<file path="config.mk">
export PLATFORM = sky130hd
export DESIGN_NAME = unidad_procesadora_pipe
export DESIGN_NICKNAME = d
export VERILOG_FILES = /design/src/rtl/unidad_procesadora_pipe.sv
export SDC_FILE = /design/constraint.sdc
export NUM_CORES = 1
export LEC_CHECK = 0
export CAP_MARGIN = 20
export CORE_UTILIZATION = 30
export CTS_BUF_LIST = sky130_fd_sc_hd__clkbuf_4 sky130_fd_sc_hd__clkbuf_8 sky130_fd_sc_hd__clkbuf_16
export CTS_CLUSTER_DIAMETER = 120
export DETAILED_ROUTE_END_ITERATION = 10
export PLACE_DENSITY = 0.43
export SLEW_MARGIN = 20
export SYNTH_ARGS = -nofsm -noshare
export SYNTH_HDL_FRONTEND = slang
export SYNTH_SLANG_ARGS = --single-unit
</file>
<file path="constraint.sdc">
create_clock -name clk -period 4.9 [get_ports clk]
set_clock_uncertainty 0.15 [all_clocks]
set_input_delay 1.225 -clock clk [delete_from_list [all_inputs] [get_ports clk]]
set_output_delay 1.225 -clock clk [all_outputs]
set_load 0.01 [all_outputs]
</file>
<file path="src/rtl/unidad_procesadora_pipe.sv">
`default_nettype none
// ============================================================================
// Module   : unidad_procesadora_pipe
// Brief    : two-stage pipelined register file + ALU/shifter datapath; define
//            FWD_EN to forward the EX result instead of stalling on a hazard.
// Revision : 1.0
// ============================================================================
module unidad_procesadora_pipe #(
    parameter  int M    = 8,
    parameter  int NREG = 8,
    localparam int SW   = $clog2(NREG)
) (
    input  logic          clk,
    input  logic          rst_n,
    input  logic          cw_valid,
    output logic          cw_ready,
    input  logic [SW-1:0] A_sel,
    input  logic [SW-1:0] B_sel,
    input  logic [SW-1:0] Dest_sel,
    input  logic [3:0]    G_sel,
    input  logic [1:0]    H_sel,
    input  logic          MB_sel,
    input  logic          MF_sel,
    input  logic          MD_sel,
    input  logic          Load_en,
    input  logic [M-1:0]  Cons_IN,
    input  logic [M-1:0]  Data_IN,
    output logic [M-1:0]  Address_out,
    output logic [M-1:0]  Data_out,
    output logic [M-1:0]  Reg_in,
    output logic          res_valid,
    output logic [3:0]    Tags
);

    localparam logic [M:0] c_ONE = (M+1)'(1);

    logic [M-1:0]  rf_q [NREG];

    logic          ex_valid_q;
    logic [M-1:0]  ex_a_q;
    logic [M-1:0]  ex_b_q;
    logic [M-1:0]  ex_din_q;
    logic [3:0]    ex_g_q;
    logic [1:0]    ex_h_q;
    logic          ex_mf_q;
    logic          ex_md_q;
    logic          ex_load_q;
    logic [SW-1:0] ex_dest_q;

    logic [M-1:0]  reg_in_q;
    logic [3:0]    tags_q;
    logic          res_valid_q;

    logic [M:0]    w_sum;
    logic          w_v;
    logic [M-1:0]  w_nb;
    logic [M-1:0]  w_shift;
    logic [M-1:0]  w_result;
    logic [3:0]    tags_d;
    logic          w_haz_a;
    logic          w_haz_b;
    logic [M-1:0]  w_opa;
    logic [M-1:0]  w_rfb;
    logic [M-1:0]  w_opb;
    logic          w_accept;

    // ALU: M+1-bit arithmetic so bit M is the carry/borrow; logic ops leave it 0
    assign w_nb = ~ex_b_q;

    always_comb begin
        w_sum = {1'b0, ex_a_q};
        w_v   = 1'b0;
        casez (ex_g_q)
            4'b0001: begin
                w_sum = {1'b0, ex_a_q} + c_ONE;
                w_v   = ~ex_a_q[M-1] & w_sum[M-1];
            end
            4'b0010: begin
                w_sum = {1'b0, ex_a_q} + {1'b0, ex_b_q};
                w_v   = (ex_a_q[M-1] == ex_b_q[M-1]) & (w_sum[M-1] != ex_a_q[M-1]);
            end
            4'b0011: begin
                w_sum = {1'b0, ex_a_q} + {1'b0, ex_b_q} + c_ONE;
                w_v   = (ex_a_q[M-1] == ex_b_q[M-1]) & (w_sum[M-1] != ex_a_q[M-1]);
            end
            4'b0100: begin
                w_sum = {1'b0, ex_a_q} + {1'b0, w_nb};
                w_v   = (ex_a_q[M-1] == w_nb[M-1]) & (w_sum[M-1] != ex_a_q[M-1]);
            end
            4'b0101: begin
                w_sum = {1'b0, ex_a_q} - {1'b0, ex_b_q};
                w_v   = (ex_a_q[M-1] != ex_b_q[M-1]) & (w_sum[M-1] != ex_a_q[M-1]);
            end
            4'b0110: begin
                w_sum = {1'b0, ex_a_q} - c_ONE;
                w_v   = ex_a_q[M-1] & ~w_sum[M-1];
            end
            4'b1000: w_sum = {1'b0, ex_a_q & ex_b_q};
            4'b1001: w_sum = {1'b0, ex_a_q | ex_b_q};
            4'b1010: w_sum = {1'b0, ex_a_q ^ ex_b_q};
            4'b1011: w_sum = {1'b0, ~ex_a_q};
            4'b11??: w_sum = {1'b0, ex_b_q};
            default: w_sum = {1'b0, ex_a_q};
        endcase
    end

    assign tags_d = {w_v, w_sum[M], w_sum[M-1], ~|w_sum[M-1:0]};

    always_comb begin
        case (ex_h_q)
            2'b00:   w_shift = ex_b_q;
            2'b01:   w_shift = {1'b0, ex_b_q[M-1:1]};
            2'b10:   w_shift = {ex_b_q[M-2:0], 1'b0};
            default: w_shift = {ex_b_q[0], ex_b_q[M-1:1]};
        endcase
    end

    assign w_result = ex_md_q ? ex_din_q : (ex_mf_q ? w_shift : w_sum[M-1:0]);

    // Read-after-write against the word currently in EX
    assign w_haz_a = ex_valid_q & ex_load_q & (A_sel == ex_dest_q);
    assign w_haz_b = ex_valid_q & ex_load_q & ~MB_sel & (B_sel == ex_dest_q);

`ifdef FWD_EN
    assign cw_ready = 1'b1;
    assign w_opa    = w_haz_a ? w_result : rf_q[A_sel];
    assign w_rfb    = w_haz_b ? w_result : rf_q[B_sel];
`else
    assign cw_ready = ~(cw_valid & (w_haz_a | w_haz_b));
    assign w_opa    = rf_q[A_sel];
    assign w_rfb    = rf_q[B_sel];
`endif

    assign w_opb    = MB_sel ? Cons_IN : w_rfb;
    assign w_accept = cw_valid & cw_ready;

    always_ff @(posedge clk or negedge rst_n) begin
        if (!rst_n) begin
            ex_valid_q  <= 1'b0;
            ex_a_q      <= '0;
            ex_b_q      <= '0;
            ex_din_q    <= '0;
            ex_g_q      <= '0;
            ex_h_q      <= '0;
            ex_mf_q     <= 1'b0;
            ex_md_q     <= 1'b0;
            ex_load_q   <= 1'b0;
            ex_dest_q   <= '0;
            reg_in_q    <= '0;
            tags_q      <= '0;
            res_valid_q <= 1'b0;
        end else begin
            ex_valid_q  <= w_accept;
            res_valid_q <= ex_valid_q;
            if (w_accept) begin
                ex_a_q    <= w_opa;
                ex_b_q    <= w_opb;
                ex_din_q  <= Data_IN;
                ex_g_q    <= G_sel;
                ex_h_q    <= H_sel;
                ex_mf_q   <= MF_sel;
                ex_md_q   <= MD_sel;
                ex_load_q <= Load_en;
                ex_dest_q <= Dest_sel;
            end
            if (ex_valid_q) begin
                reg_in_q <= w_result;
                if (!ex_mf_q && !ex_md_q) begin
                    tags_q <= tags_d;
                end
            end
        end
    end

    always_ff @(posedge clk or negedge rst_n) begin
        if (!rst_n) begin
            for (int i = 0; i < NREG; i++) begin
                rf_q[i] <= '0;
            end
        end else if (ex_valid_q && ex_load_q) begin
            rf_q[ex_dest_q] <= w_result;
        end
    end

    assign Address_out = ex_a_q;
    assign Data_out    = ex_b_q;
    assign Reg_in      = reg_in_q;
    assign Tags        = tags_q;
    assign res_valid   = res_valid_q;

endmodule
`default_nettype wire

</file>
==> results.md, run 1 <==
- Hold endpoint: rf_q[3]
- R2R setup slack: 1010 ps
- Capturing element type of the critical path: output port
- Total nets after synthesis: 915
- Global Route Usage Sum: 19.98%
- Worst Path Max Fanout: 3
- Tightest Pin Transition: 1036 ps
- Setup bufs post-CTS: 0
- Hold Crit Class: flip-flop to flip-flop
- Clock transition at path regs: 50 ps
- Reg2Reg Depth: 11
- First-pass detailed-route iteration total: 6
- Clock insertion delay at the later pin of the skew report: 420 ps
- CTS Buf Count: 17
- Fmax: 0.2223 GHz
- Initial DRC Count: 384
- Leading area contributor after synthesis: dfrtp_1
- WL/cell: 21.15 um
- Die width: 168.5 um
- Synth unique cells: 85
- RR Startpoint: Address_out[0]
- Maximum clock path buffer count: 2
- GPL Wtd Cong: 0.8582
- Synth Flop Type: dfrtp_1
- Sw frac: 40.74%
- Clk pwr share: 21.8%
- Sequential area share after synthesis: 34.30%
- Drc violations: 0
- Via density: 5.308
- Period utilization: 91.81%
- Asr flop ratio synth: 100.0%
- Top cell type's share of synthesized area: 34.30%
- Hpwl dp: 19.77 mm
- Cts hold-fix bufs: 0
- Layout cells sized above 1: 19.82%
- Final Hold Vio Count: 0
- PD cells: 603.1 nW/um^2
- CTS tree: yes
- Largest net degree at the start of global routing: 61
- Worst hold stages: 2
- IO buf count: 67
- CP required: 3520 ps
- Clk sinks: 114
- Fin Setup TNS: 0 ps
- Switch Pwr: 2.465 mW
- Largest cells by area after synthesis: dfrtp_1 34%, mux4_2 8.7%, mux2_2 7.3%, ha_1 4.7%, nand2_1 4.1%
- I/O pin count: 68
- YS warnings: 0
- Total number of vias: 6794
- DIE AREA: 28400 um^2
- Final Util: 37.01%
- Synth-to-Final Area Change: 20.59%
- Hold Path Origin: rf_q[3]
- Vias in the first global route: 7023
- MaxCap Viol Count: 0
- Fill cells: 2794
- Status: finished, final reports clean
- Drt total wl: 27.07 mm
- Comb power frac: 50.1%
- Post-Syn Instances: 843
- Internal Power: 3.585 mW
- Mapped Avg Cell Area: 9.867 um^2
- LEAKAGE: 4.107 nW
- RSZ-0062 raised after global routing: no
- Starting Density: 30.69%
- ANT nets after route: 0
- Die height: 168.5 um
- Post-synth EDFFs: 0
- Remaining Overflow, GRT: 0
- Register share of total power: 28.1%
- Post-CTS sizing: 0
- Final nets: 967
- FF+latch count, synth: 114
- Reg2reg end: rf_q[37]
- N_diodes: 0
- Arr. time, crit path: 3120 ps
- Slew headroom: 30.38%
- Final setup fails: 0
- Site row count: 60
- Type of origin of the critical path: primary input
- Tmin final: 4499 ps
- Mapped Area: 8318 um^2
- Core Area: 27100 um^2
- Root Buffer: clkbuf_16
- Final Slew Violations: 0
- Global-route wire length before repair: 42.99 mm
- CTS HTree Levels: 4
- Peak VDD IR: 221.8 uV
- Crit path kind: primary input to output port
- Antenna violations before repair: 0
[worst max path at each step]
stage	from	endpoint	slack [ps]	cells after the start
floorplan	A_sel[2]	cw_ready	1320	7
global placement	B_sel[2]	cw_ready	420	8
global route	B_sel[2]	cw_ready	340	8
detailed placement	B_sel[2]	cw_ready	400	8
CTS	MB_sel	cw_ready	400	7
finish	MB_sel	cw_ready	400	7
[routing by layer]
metal / vias to the layer above / wire [um] / global-route usage, %
met5: - / 0 / 0
met4: 0 / 445 / 6.443
met3: 28 / 873 / 2.291
met2: 164 / 13410 / 33.97
met1: 3375 / 12340 / 26.49
li1: 3227 / - / -
[area by class of cell]
type | instances | area (um^2) | share of cell area (%)
multi-input combinational | 636 | 5069 | 50.53
sequential | 114 | 2853 | 28.44
timing repair buffer | 94 | 895.9 | 8.931
tap | 372 | 465.4 | 4.640
clock buffer | 19 | 446.7 | 4.453
clock inverter | 13 | 181.4 | 1.809
inverter | 32 | 120.1 | 1.197
[flip-flops by register name (all words and copies together) (netlist names), 2 cells and up]
signal       flops
rf_q            64
ex_dest_q        3
ex_g_q           4
Address_out      8
ex_h_q           2
ex_din_q         8
Data_out         8
Reg_in           8
Tags             4
[layout by cell type (no fill, tap or decap), types with 5 or more instances in the layout]
master	count
dfrtp_1	114
nor4_1	5
inv_1	31
nor3_1	18
ha_1	31
xor2_1	8
nor2_1	47
nor2b_1	11
a221oi_1	5
o21ai_0	58
buf_4	26
clkbuf_16	17
and2_1	5
a31oi_1	5
nand2_1	90
nand3_1	22
a21oi_1	35
xnor2_1	15
and3_1	9
o22ai_1	5
nand2b_1	8
a22o_1	5
nand3b_1	5
mux4_2	32
clkdlybuf4s50_1	66
o21ai_1	15
mux2_2	54
mux2i_1	30
a221o_1	5
o31ai_1	8
[through the flow]
step | instances | power [mW] | cell area (um^2) | setup WS [ps] | hold slack, ps
2_1_floorplan | 843 | 3.765 | 8318 | 1320 | 285.9
3_3_place_gp | 1248 | 4.725 | 9398 | 419.9 | 329.1
3_5_place_dp | 1248 | 4.733 | 9398 | 403.3 | 339.2
4_1_cts | 1280 | 6.081 | 10030 | 402.1 | 352.7
5_1_grt | 1280 | 6.491 | 10030 | 340.0 | 372.8
6_report | 1280 | 6.049 | 10030 | 401.4 | 346.2
[synth_stat cells (4+ instances only)]
cell type  number
nor4_1          5
a32oi_1         4
a221oi_1        5
inv_1          31
a22oi_1         4
xor2_1          8
clkbuf_1       34
o221a_2         4
mux2i_1        30
o311ai_0        4
a31oi_1         5
o31ai_1         8
o21ai_1        15
ha_1           31
nand2_1        90
buf_2          23
and2_1          5
nand3b_1        5
nor2_1         47
nor2b_1        11
o21ai_0        58
mux2_4          4
xnor2_1        15
and3_1          9
mux4_2         32
o211ai_1        4
mux2_2         54
a22o_1          5
dfrtp_1       114
a221o_1         5
a21oi_1        35
o221ai_1        4
nand3_1        22
nor3_1         18
o22ai_1         5
nor3b_1         4
nand2b_1        9
[power groups by stage]
| stage | registers, mW | logic, mW | clock network, mW |
|---|---|---|---|
| 2_1_floorplan | 1.60 | 2.16 | 0 |
| 3_3_place_gp | 1.71 | 3.02 | 0 |
| 3_5_place_dp | 1.72 | 3.02 | 0 |
| 4_1_cts | 1.70 | 3.03 | 1.35 |
| 5_1_grt | 1.76 | 3.34 | 1.39 |
| 6_report | 1.70 | 3.03 | 1.32 |
[worst max-delay path, cell delays in order]
cell and delay, ps:
clkdlybuf4s50_1 530, nor4_1 330, nor3_1 90, a211oi_1 250, buf_4 170, nand2_1 50, clkdlybuf4s50_1 470
[logic make-up (layout without fill, tap and decap cells)]
kind of cell	count (synthesis)	count (layout)	share of synthesized area, %
AND/OR/NAND/NOR	246	246	14.55
AO/OA/AOI/OAI	212	212	17.90
multiplexers	120	120	20.31
flip-flops	114	114	34.30
buffers and inverters	93	158	4.859
adder cells (fa/ha/maj)	34	34	5.385
XOR/XNOR	24	24	2.708
Power figures use the tool's default switching activity.
==> run 2, diff against run 1 <==
--- a/config.mk
+++ b/config.mk
@@ -11,6 +11,7 @@
 export CTS_CLUSTER_DIAMETER = 120
 export DETAILED_ROUTE_END_ITERATION = 10
 export PLACE_DENSITY = 0.43
+export RECOVER_POWER = 25
 export SLEW_MARGIN = 20
 export SYNTH_ARGS = -nofsm -noshare
 export SYNTH_HDL_FRONTEND = slang
==> results.md, run 2 (synthesis results as in run 1) <==
- Status: finished with violations
- Failing checks: capacitance limit, slew limit
- Site row count: 60 (unchanged)
- Period utilization: 92.04% (+0.23 points)
- Largest net degree at the start of global routing: 61 (unchanged)
- Die height: 168.5 um (unchanged)
- Cell area after layout: 10020 um^2 (about the same)
- Synth-to-Final Area Change: 20.50% (about the same)
- Type of origin of the critical path: primary input
- CTS Buf Count: 17 (unchanged)
- Slew headroom: -111.9% (-140 points)
- MaxCap Viol Count: 1 (+1)
- Hold Crit Class: flip-flop to flip-flop
- Tmin final: 4510 ps (+11.26 ps)
- Cts hold-fix bufs: 0 (unchanged)
- Layout cells sized above 1: 19.60% (-0.22 points)
- Drc violations: 0 (unchanged)
- Maximum clock path buffer count: 2 (unchanged)
- Fin Setup TNS: 0 ps (unchanged)
- RSZ-0062 raised after global routing: no
- Drt total wl: 27.11 mm (+0.17%)
- I/O pin count: 68 (unchanged)
- Global Route Usage Sum: 19.98% (unchanged)
- Total number of vias: 6766 (-0.41%)
- CTS HTree Levels: 4 (unchanged)
- Crit path kind: primary input to output port
- Final Slew Violations: 55 (+55)
- WL/cell: 21.18 um (+0.17%)
- DIE AREA: 28400 um^2 (unchanged)
- Core Area: 27100 um^2 (unchanged)
- CP dominant cell by count: clkdlybuf4s50_1
- Clock transition at path regs: 50 ps (about the same)
- LEAKAGE: 4.099 nW (-0.18%)
- Root Buffer: clkbuf_16
- Fmax: 0.2217 GHz (-0.25%)
- Starting Density: 30.69% (unchanged)
- Via density: 5.286 (-0.41%)
- Global-route wire length before repair: 42.99 mm (unchanged)
- First-pass detailed-route iteration total: 5 (-1)
- PD cells: 603.4 nW/um^2 (about the same)
- Initial DRC Count: 387 (+0.78%)
- Crit path largest cell delay: 540 ps (about the same)
- Worst Path Max Fanout: 3 (unchanged)
- Most flop-heavy register: rf_q
- CTS tree: yes
- Worst path slowest cell: clkdlybuf4s50_1
- Commonest non-fill, non-tap cell in the layout: dfrtp_1
- Setup bufs post-CTS: 0 (unchanged)
- Peak VDD IR: 222.0 uV (about the same)
- CP required: 3520 ps (about the same)
- Arr. time, crit path: 3130 ps (about the same)
- Clk sinks: 114 (unchanged)
- GPL Wtd Cong: 0.8582 (unchanged)
- Antenna violations before repair: 0 (unchanged)
- Final nets: 967 (unchanged)
- Hpwl dp: 19.77 mm (unchanged)
- Tightest Pin Transition: 3179 ps (+2142 ps)
- Capturing element type of the critical path: output port
- Number of flip-flops in the largest register: 64 (unchanged)
- Die width: 168.5 um (unchanged)
- ANT nets after route: 0 (unchanged)
- Cell Chain, Critical Path: clkdlybuf4s50_1, nor4_1, nor3_1, a211oi_1, buf_4, nand2_1, clkdlybuf4s50_1
- Remaining Overflow, GRT: 0 (unchanged)
- Clock insertion delay at the later pin of the skew report: 410 ps (about the same)
- Post-DP Area: 9398 um^2 (unchanged)
- N_diodes: 0 (unchanged)
- IO buf count: 67 (unchanged)
- Final Hold Vio Count: 0 (unchanged)
- Final setup fails: 0 (unchanged)
- Post-CTS sizing: 0 (unchanged)
- Most frequent cells in the layout: 114 x dfrtp_1, 90 x nand2_1, 66 x clkdlybuf4s50_1
- Vias in the first global route: 7023 (unchanged)
-- run 2: changes by cell type in the layout (fill, tap and decap cells not counted), sizes merged --
cell    previous run  this run
clkbuf            19        21
buf               28        26
-- run 2: cell type report --
class,instances,area [um^2]
Fill cell,2795,17080
Multi-Input combinational cell,636,5069
Sequential cell,114,2853
Timing Repair Buffer,94,888.4
Tap cell,372,465.4
Clock buffer,19,446.7
Clock inverter,13,181.4
Inverter,32,120.1
-- run 2: per-stage QoR --
step / total power [mW] / worst slack [ps] / util (%) / instances / hold slack [ps]
floorplan: 3.765 / 1320 / - / 843 / 285.9
global placement: 4.725 / 419.9 / 34.68 / 1248 / 329.1
detailed placement: 4.733 / 403.3 / 34.68 / 1248 / 339.2
CTS: 6.081 / 402.1 / 36.99 / 1280 / 352.7
global route: 6.490 / 340.0 / 36.99 / 1280 / 372.8
finish: 6.048 / 390.2 / 36.99 / 1280 / 347.1
-- run 2: path summary, 6_finish.rpt --
kind | start | depth (start not counted) | end | slack (ps)
hold / removal | rf_q[3] | 2 | rf_q[3] | 350
setup reg to reg | Address_out[0] | 11 | Reg_in[5] | 1000
max in group asynchronous | rst_n | 1 | rf_q[43] | 1090
hold reg to reg | rf_q[3] | 2 | rf_q[3] | 350
setup / recovery | MB_sel | 7 | cw_ready | 390
min in group asynchronous | rst_n | 1 | rf_q[6] | 1700
-- run 2: worst max-delay path: cells and delay by family --
family / cells / cell delay (ps)
AND/OR/NAND/NOR: 3 / 470
AO/OA/AOI/OAI: 1 / 250
buffers and inverters: 3 / 1180
-- run 2: power breakdown --
group | internal [mW] | switching [mW]
Combinational | 1.40 | 1.63
Clock | 0.869 | 0.448
Sequential | 1.31 | 0.389
Total | 3.58 | 2.46
-- run 2: routing by layer --
metal  GRT usage, %  vias up  part of all wire, %  routed length [um]
met4          6.443        0                  1.7                 448
met1          26.49     3367                   46               12380
met5              0        -                    0                   0
met3          2.291       27                  2.9                 790
met2          33.97      142                   50               13500
li1               -     3230                    -                   -
==> run 3, diff against run 2 <==
--- a/config.mk
+++ b/config.mk
@@ -12,6 +12,7 @@
 export DETAILED_ROUTE_END_ITERATION = 10
 export PLACE_DENSITY = 0.43
 export RECOVER_POWER = 25
+export SKIP_CTS_REPAIR_TIMING = 1
 export SLEW_MARGIN = 20
 export SYNTH_ARGS = -nofsm -noshare
 export SYNTH_HDL_FRONTEND = slang
==> results of run 3 <==
The final DEF is identical to that of run 2; final timing and power are the same.
